File: src/rtl/btn_tick_gen.sv
`default_nettype none
// ============================================================================
// Module   : btn_tick_gen
// Brief    : Synchronises and debounces a raw push-button and emits one
//            fixed-width tick pulse per accepted press, with optional
//            auto-repeat while the button is held. Drives the clock input
//            of the downstream ripple counter (which advances on the
//            falling edge of tick_out).
// Revision : 1.0 - initial release
// ============================================================================
module btn_tick_gen #(
    parameter int STABLE_CYCLES = 8,
    parameter int PULSE_CYCLES  = 2,
    parameter int HOLD_CYCLES   = 32,
    parameter int REPEAT_CYCLES = 8
) (
    input  logic       clk,
    input  logic       reset,
    input  logic       btn_in,
    input  logic       repeat_en,
    output logic       tick_out,
    output logic       pressed,
    output logic [7:0] tick_count
);

    // Counter width covers the largest count limit; the largest value ever
    // held is (max parameter - 1), so $clog2 of the max parameter suffices.
    localparam int c_MAX_A = (STABLE_CYCLES > HOLD_CYCLES) ? STABLE_CYCLES : HOLD_CYCLES;
    localparam int c_MAX   = (c_MAX_A > REPEAT_CYCLES) ? c_MAX_A : REPEAT_CYCLES;
    localparam int c_CW    = (c_MAX > 1) ? $clog2(c_MAX) : 1;
    localparam int c_PW    = (PULSE_CYCLES > 1) ? $clog2(PULSE_CYCLES + 1) : 1;

    localparam logic [c_CW-1:0] c_STABLE_LAST = c_CW'(STABLE_CYCLES - 1);
    localparam logic [c_CW-1:0] c_HOLD_LAST   = c_CW'(HOLD_CYCLES - 1);
    localparam logic [c_CW-1:0] c_REPEAT_LAST = c_CW'(REPEAT_CYCLES - 1);
    localparam logic [c_PW-1:0] c_PULSE_LAST  = c_PW'(PULSE_CYCLES - 1);

    typedef enum logic [1:0] {
        S_IDLE = 2'd0,
        S_ARM  = 2'd1,
        S_HELD = 2'd2,
        S_REL  = 2'd3
    } state_t;

    logic            r_sync1;
    logic            r_btn_s;
    state_t          r_state;
    state_t          w_state_nxt;
    logic [c_CW-1:0] r_dcnt;
    logic [c_CW-1:0] w_dcnt_nxt;
    logic [c_CW-1:0] r_htmr;
    logic [c_CW-1:0] w_htmr_nxt;
    logic [c_CW-1:0] w_htmr_limit;
    logic            r_first_done;
    logic            w_first_nxt;
    logic            w_fire;
    logic            w_pressed_nxt;
    logic [c_PW-1:0] r_pcnt;

    // Two-flop synchroniser for the asynchronous button level
    always_ff @(posedge clk) begin
        if (reset) begin
            r_sync1 <= 1'b0;
            r_btn_s <= 1'b0;
        end else begin
            r_sync1 <= btn_in;
            r_btn_s <= r_sync1;
        end
    end

    // FSM state and debounce / repeat counters
    always_ff @(posedge clk) begin
        if (reset) begin
            r_state      <= S_IDLE;
            r_dcnt       <= '0;
            r_htmr       <= '0;
            r_first_done <= 1'b0;
            pressed      <= 1'b0;
        end else begin
            r_state      <= w_state_nxt;
            r_dcnt       <= w_dcnt_nxt;
            r_htmr       <= w_htmr_nxt;
            r_first_done <= w_first_nxt;
            pressed      <= w_pressed_nxt;
        end
    end

    // Next-state logic, counter updates and fire decision
    always_comb begin
        w_state_nxt  = r_state;
        w_dcnt_nxt   = r_dcnt;
        w_htmr_nxt   = r_htmr;
        w_first_nxt  = r_first_done;
        w_fire       = 1'b0;
        w_htmr_limit = r_first_done ? c_REPEAT_LAST : c_HOLD_LAST;

        case (r_state)
            S_IDLE: begin
                if (r_btn_s) begin
                    w_state_nxt = S_ARM;
                    w_dcnt_nxt  = '0;
                end
            end
            S_ARM: begin
                if (!r_btn_s) begin
                    // Bounce: level did not stay high long enough
                    w_state_nxt = S_IDLE;
                end else if (r_dcnt == c_STABLE_LAST) begin
                    w_state_nxt = S_HELD;
                    w_fire      = 1'b1;
                    w_htmr_nxt  = '0;
                    w_first_nxt = 1'b0;
                end else begin
                    w_dcnt_nxt = r_dcnt + 1'b1;
                end
            end
            S_HELD: begin
                // Release wins over a repeat tick due on the same edge
                if (!r_btn_s) begin
                    w_state_nxt = S_REL;
                    w_dcnt_nxt  = '0;
                end else if (repeat_en) begin
                    if (r_htmr == w_htmr_limit) begin
                        w_fire      = 1'b1;
                        w_first_nxt = 1'b1;
                        w_htmr_nxt  = '0;
                    end else begin
                        w_htmr_nxt = r_htmr + 1'b1;
                    end
                end
            end
            S_REL: begin
                // Short release glitch returns to HELD keeping the repeat timer
                if (r_btn_s) begin
                    w_state_nxt = S_HELD;
                end else if (r_dcnt == c_STABLE_LAST) begin
                    w_state_nxt = S_IDLE;
                end else begin
                    w_dcnt_nxt = r_dcnt + 1'b1;
                end
            end
            default: begin
                w_state_nxt = S_IDLE;
            end
        endcase

        w_pressed_nxt = (w_state_nxt == S_HELD) || (w_state_nxt == S_REL);
    end

    // Fixed-width tick pulse generator
    always_ff @(posedge clk) begin
        if (reset) begin
            tick_out <= 1'b0;
            r_pcnt   <= '0;
        end else if (w_fire) begin
            tick_out <= 1'b1;
            r_pcnt   <= c_PULSE_LAST;
        end else if (tick_out) begin
            if (r_pcnt == '0) begin
                tick_out <= 1'b0;
            end else begin
                r_pcnt <= r_pcnt - 1'b1;
            end
        end
    end

    // Running count of issued ticks, wraps modulo 256
    always_ff @(posedge clk) begin
        if (reset) begin
            tick_count <= 8'd0;
        end else if (w_fire) begin
            tick_count <= tick_count + 8'd1;
        end
    end

endmodule
`default_nettype wire

File: config.mk
export PLATFORM = sky130hd
export DESIGN_NAME = btn_tick_gen
export DESIGN_NICKNAME = d
export VERILOG_FILES = /design/src/rtl/btn_tick_gen.sv
export SDC_FILE = /design/constraint.sdc
export NUM_CORES = 1
export LEC_CHECK = 0
export BUFFER_PORTS_ARGS = -buffer_cell sky130_fd_sc_hd__buf_2
export CAP_MARGIN = 20
export CORE_UTILIZATION = 46
export CTS_BUF_LIST = sky130_fd_sc_hd__clkbuf_8
export CTS_CLUSTER_SIZE = 40
export DETAILED_ROUTE_END_ITERATION = 10
export GPL_TIMING_DRIVEN = 0
export PLACE_DENSITY = 0.71
export SYNTH_ARGS = -nofsm -noshare
export SYNTH_HDL_FRONTEND = slang
export SYNTH_SLANG_ARGS = --single-unit
File: constraint.sdc
create_clock -name clk -period 6 [get_ports clk]
set_clock_uncertainty 0.2 [all_clocks]
set_input_delay 0.3 -clock clk [delete_from_list [all_inputs] [get_ports clk]]
set_output_delay 0.3 -clock clk [all_outputs]
set_load 0.01 [all_outputs]
== After elaboration in Yosys (flattened, before gate mapping) ==
Cells that the tools add are included.

* Input bits: 4
* Output and inout port bits: 10
* Register bits after elaboration: 27

* Multiplexer cells: 38
* Add/subtract/negate cells: 4
* Reduce and logical (&&, ||, !) cells: 11
* Bitwise gates (word level): 1
* Eq/ne operators: 16

{| class="wikitable"
|+ Operators with widths
! kind !! count
|-
| 2-to-1 mux 5 bit || 11
|-
| case mux 5 bit (4 select lines) || 1
|-
| != test 2 bit (second input constant) || 9
|-
| 2-to-1 mux 1 bit || 16
|-
| 2-to-1 mux 2 bit || 6
|-
| adder 5 x 1 -> 5 bit (second input constant) || 2
|-
| case mux 5 bit (2 select lines) || 1
|-
| adder 8 x 1 -> 8 bit (second input constant) || 1
|-
| == test 2 bit (second input constant) || 4
|-
| case mux 2 bit (4 select lines) || 1
|-
| AND reduction 6 bit || 1
|-
| == test 5 x 3 -> 1 bit (second input constant) || 1
|-
| == test 5 bit || 1
|-
| AND reduction 5 bit || 1
|-
| zero test 2 bit || 2
|-
| case mux 1 bit (2 select lines) || 2
|-
| AND reduction 2 bit || 2
|-
| AND reduction 4 bit || 1
|-
| nonzero test 2 bit || 2
|-
| == test 2 x 1 -> 1 bit (second input constant) || 1
|-
| OR reduction 2 bit || 1
|-
| subtractor 2 x 1 -> 2 bit (second input constant) || 1
|-
| logical OR 1 bit || 1
|-
| NOT 1 bit || 1
|}

== Depth between registers and ports, before layout ==
* Word-level depth: 8
* Gate-level depth with buffers: 8
* Gate-level depth less buffers: 7

== Worst setup path before layout ==
No wires, ideal clock.

* Path type: flip-flop to flip-flop
* From: register r_state[0]
* To: register tick_count[7]
* Stages on the path, launching flop included: 8
* Arrival time: 1881 ps
* Buffers on the path: 0
* Path slack: 3796 ps
* Path through: dfxtp_1 inv_1 ha_1 nand2b_1 nand3_1 a2111oi_4 and4_1 mux2_1

* Cells in the longest elaborated chain, start to end: 2

{| class="wikitable"
|+ Ends and longest elaborated chain
! element !! RTL line !! text
|-
| start: declaration || 47 || <nowiki>state_t r_state;</nowiki>
|-
| start signal: assignment || 80 || <nowiki>r_state <= w_state_nxt;</nowiki>
|-
| == test 2 bit / == test 2 x 1 -> 1 bit (equally long branches) || 97 || <nowiki>case (r_state)</nowiki>
|-
| case mux 1 bit (2 select lines) * || 97 ||
|-
| end signal: assignment || 172 || <nowiki>tick_count <= tick_count + 8'd1;</nowiki>
|-
| end: declaration || 23 || <nowiki>output logic [7:0] tick_count</nowiki>
|}

Every way passes the cells marked *; elsewhere a longest branch is shown, timed or not.
A chain may end at the register's enable or synchronous reset.

==> flow_metrics.py <==
metrics = {
    "status": {
        "outcome": "complete, but fails checks",
        "failed_checks": "design-rule violations",
    },
    "synthesis": {
        "synth-seq-cells": 26,
        "synth.lib_cells_used.distinct": 48,
        "synth_top_cell_area_share": 0.361,
        "syn-instance-count": 162,
        "synthMostInstantiatedCell": "sky130_fd_sc_hd__dfxtp_1",
        "postSynthAreaPerCell_sq_um": 8.91,
        "netlist.top_cell.by_area": "sky130_fd_sc_hd__dfxtp_1",
        "synth_enable_flop_cells": 0,
        "syn-num-nets": 175,
        "synth.top_cells.by_area": "sky130_fd_sc_hd__dfxtp_1 (36%), sky130_fd_sc_hd__ha_1 (7.8%), sky130_fd_sc_hd__nor2_1 (5.2%)",
        "asyncSetResetFlopFracSynth": 0,
        "synth.yosys.seq_area_share": 0.361,
        "netlist_area_sq_mm": 0.00144,
        "synthFlopType": "sky130_fd_sc_hd__dfxtp_1",
        "synthesis.yosys.warnings": 0,
        "netlist_top_cells_count": "sky130_fd_sc_hd__dfxtp_1 (26), sky130_fd_sc_hd__nor2_1 (20), sky130_fd_sc_hd__a21oi_1 (12), sky130_fd_sc_hd__inv_1 (11), sky130_fd_sc_hd__ha_1 (9)",
    },
    "clocking": {
        "clock_slew_at_reported_path_ffs_ns": 0.09,
        "tritoncts.num_buffers": 3,
        "clock_path_buffers": 2,
        "cts_setup_buffers": 0,
        "clock-sinks": 26,
        "insertion_delay_ns": 0.27,
        "cts_resized": 0,
        "clockRootBuffer": "sky130_fd_sc_hd__clkbuf_8",
        "tritoncts": "built",
        "depth_of_the_cts_h_tree": 1,
        "hold_buffers": 0,
    },
    "placed_design": {
        "dpl.hpwl_mm": 2.12,
        "placed_cells": 206,
        "detailedPlace.worstSlack_ns": 3.57,
        "placement.io_buffers": 13,
        "gp_routability_congestion": 0.772,
    },
    "setup_path": {
        "startpoint_type": "flip-flop",
        "timing.critical_path.required_ns": 5.94,
        "minimum_setup_slack_among_reg_to_reg_paths_ns": 3.52,
        "timing.critical_path.fanout_max": 10,
        "crit_arrival_ns": 2.42,
        "rr_endpoint": "r_htmr[2]$_SDFFE_PP0P_",
        "reg2reg_path_depth": 8,
        "critical_path.reg2reg.startpoint": "pressed$_SDFF_PP0_",
        "setup.worst_path.end_class": "flip-flop",
        "path_class": "reg -> reg",
    },
    "drt": {
        "drt_iter0_markers": 36,
        "firstDrtPassIters": 7,
        "drtAntennaViolNets": 0,
        "drt_wl_total_mm": 2.80,
        "detailed_route_via_count": 1233,
        "route.detailed.wl_per_inst_um": 13.3,
        "vias_per_instance": 5.87,
        "post-route-drc-count": 1,
    },
    "global_routing": {
        "globalRoute.totalOverflow": 0,
        "gr-usage-met1": 0.229,
        "global_route.usage.met3": 0.0469,
        "grt_use_total": 0.186,
        "pin_count_of_the_biggest_net_entering_global_routing": 15,
        "grt_pass1_vias": 1138,
        "grtUsageMet2": 0.322,
        "grt_busiest_layer": "met2",
        "grt_first_pass_wirelength_mm": 4.89,
        "grt_antenna_before_repair": 0,
    },
    "worst_hold_path": {
        "holdCritStartpoint": "btn_in",
        "min_delay_path_depth": 2,
        "worst_hold_path_type": "in -> reg",
        "hold-path-endpoint": "r_sync1$_SDFF_PP0_",
    },
    "die": {
        "floorplan.io_pins": 14,
        "core_area_sq_mm": 0.00285,
        "initial_core_util": 0.506,
        "area_of_the_die_sq_mm": 0.00336,
        "die_height_um": 58,
        "chipWidth_um": 58,
        "placement_rows": 19,
    },
    "timing": {
        "setup_ws_ns": 3.52,
        "timing.final.max_slew_violations": 0,
        "worst-slew-pin-transition_ns": 0.754,
        "fmax_ghz": 0.403,
        "finalSetupViolCount": 0,
        "grt_setup_unrepaired": "false",
        "timing.final.crit_period_ns": 2.48,
        "hold_violations": 0,
        "slew_headroom": 0.497,
        "fin_crit_sh": 0.413,
        "tns_ns": 0,
        "hold-worst-slack_ns": 0.0538,
    },
    "power": {
        "clock_power_share": 0.352,
        "flop_pwr_share": 0.550,
        "sw_frac_of_total": 0.242,
        "pwr_density_cell_mw_per_mm2": 204,
        "total_leakage_power_uw": 0.000599,
        "comb_power_share": 0.098,
        "p_sw_uw": 78.9,
        "vdd_ir_drop_max_v": 0.000180,
        "internal_power_uw": 247,
    },
    "finish": {
        "antenna-diode-count": 0,
        "drive_gt1_frac": 0.156,
        "layout.area.seq_sq_um": 520,
        "area_growth_from_synthesis_to_layout_pct": 11.0,
        "stdcell_count": 210,
        "layout.filler_cells": 266,
        "nets": 193,
        "multi_input_gate_area_in_the_final_layout_sq_um": 857,
    },
    "job": {
        "max_cap_viol_count": 0,
    },
}
-- critical path, stage by stage (launching register included) --
cell and delay (ns):
sky130_fd_sc_hd__dfxtp_1 0.36, sky130_fd_sc_hd__inv_1 0.12, sky130_fd_sc_hd__ha_1 0.15, sky130_fd_sc_hd__clkbuf_1 0.35, sky130_fd_sc_hd__inv_1 0.08, sky130_fd_sc_hd__o2111ai_1 0.65
sky130_fd_sc_hd__nor3b_1 0.12, sky130_fd_sc_hd__o21ai_0 0.22, sky130_fd_sc_hd__a21oi_1 0.09
-- routing by layer --
metal / up-vias / wire, um
met2: 30 / 1370
li1: 620 / -
met4: 0 / 14
met1: 581 / 1320
met5: - / 0
met3: 2 / 99
-- cell type report --
class / instances / area share
multi-input cells: 119 / 0.535
well taps: 31 / 0.0242
repair buffers: 13 / 0.0406
clock buffers: 4 / 0.0344
inverters: 12 / 0.0281
flip-flops and latches: 26 / 0.325
plain buffers: 5 / 0.0125
-- metrics by stage --
step	instance area [sq um]	util	total power, uW
final	1600	0.561	326
after CTS	1600	0.561	330
after global routing	1600	0.561	340
after global placement	1550	0.542	214
after floorplan	1440	-	208
after detailed placement	1550	0.542	216
-- cell usage in the layout (no fill, tap or decap), drive strengths merged, types with 2 or more instances in the layout --
| master | netlist | final |
|---|---|---|
| a2111oi | 4 | 4 |
| nand2b | 3 | 3 |
| buf | 1 | 14 |
| a211oi | 3 | 3 |
| mux2i | 2 | 2 |
| nor3 | 4 | 4 |
| nor3b | 2 | 2 |
| nand4 | 2 | 2 |
| a31o | 2 | 2 |
| o21ai | 3 | 3 |
| nor2 | 20 | 20 |
| o2111ai | 4 | 4 |
| nor2b | 5 | 5 |
| nand2 | 7 | 7 |
| a21o | 4 | 4 |
| xor2 | 4 | 4 |
| ha | 9 | 9 |
| a21oi | 13 | 13 |
| clkbuf | 4 | 8 |
| inv | 12 | 12 |
| dfxtp | 26 | 26 |
| a22oi | 2 | 2 |
| xnor2 | 4 | 4 |
| nand3 | 8 | 8 |
-- sequential cells by signal (all words and copies together) (netlist names) --
signal,count
r_btn_s,1
r_htmr,5
tick_out,1
tick_count,8
pressed,1
r_state,1
r_pcnt,2
r_first_done,1
r_dcnt,5
r_sync1,1
-- worst max-delay path by stage --
stage	from	to	slack (ns)	cells after the start
floorplan	r_state[0]$_SDFF_PP0_	tick_count[7]$_SDFFE_PP0P_	3.80	7
global placement	r_state[0]$_SDFF_PP0_	tick_count[7]$_SDFFE_PP0P_	3.65	7
detailed placement	pressed$_SDFF_PP0_	r_htmr[2]$_SDFFE_PP0P_	3.57	8
CTS	pressed$_SDFF_PP0_	r_htmr[2]$_SDFFE_PP0P_	3.54	8
global route	pressed$_SDFF_PP0_	r_htmr[2]$_SDFFE_PP0P_	3.34	8
finish	pressed$_SDFF_PP0_	r_htmr[2]$_SDFFE_PP0P_	3.52	8
-- logic make-up after synthesis --
| kind of cell | after synthesis | share of synthesized area |
|---|---|---|
| buffers and inverters | 17 | 0.0451 |
| flip-flops | 26 | 0.361 |
| adder cells (fa/ha/maj) | 9 | 0.0781 |
| AO/OA/AOI/OAI | 40 | 0.226 |
| XOR/XNOR | 8 | 0.0486 |
| multiplexers | 3 | 0.0217 |
| AND/OR/NAND/NOR | 59 | 0.220 |
-- power by group through the flow --
stage	logic (uW)	registers, uW	clock network, uW
2_1_floorplan	25.0	183	0
3_3_place_gp	30.6	183	0
3_5_place_dp	32.3	183	0
4_1_cts	32.6	179	118
5_1_grt	36.6	180	123
6_report	31.9	179	115
Power figures use the tool's default switching activity.
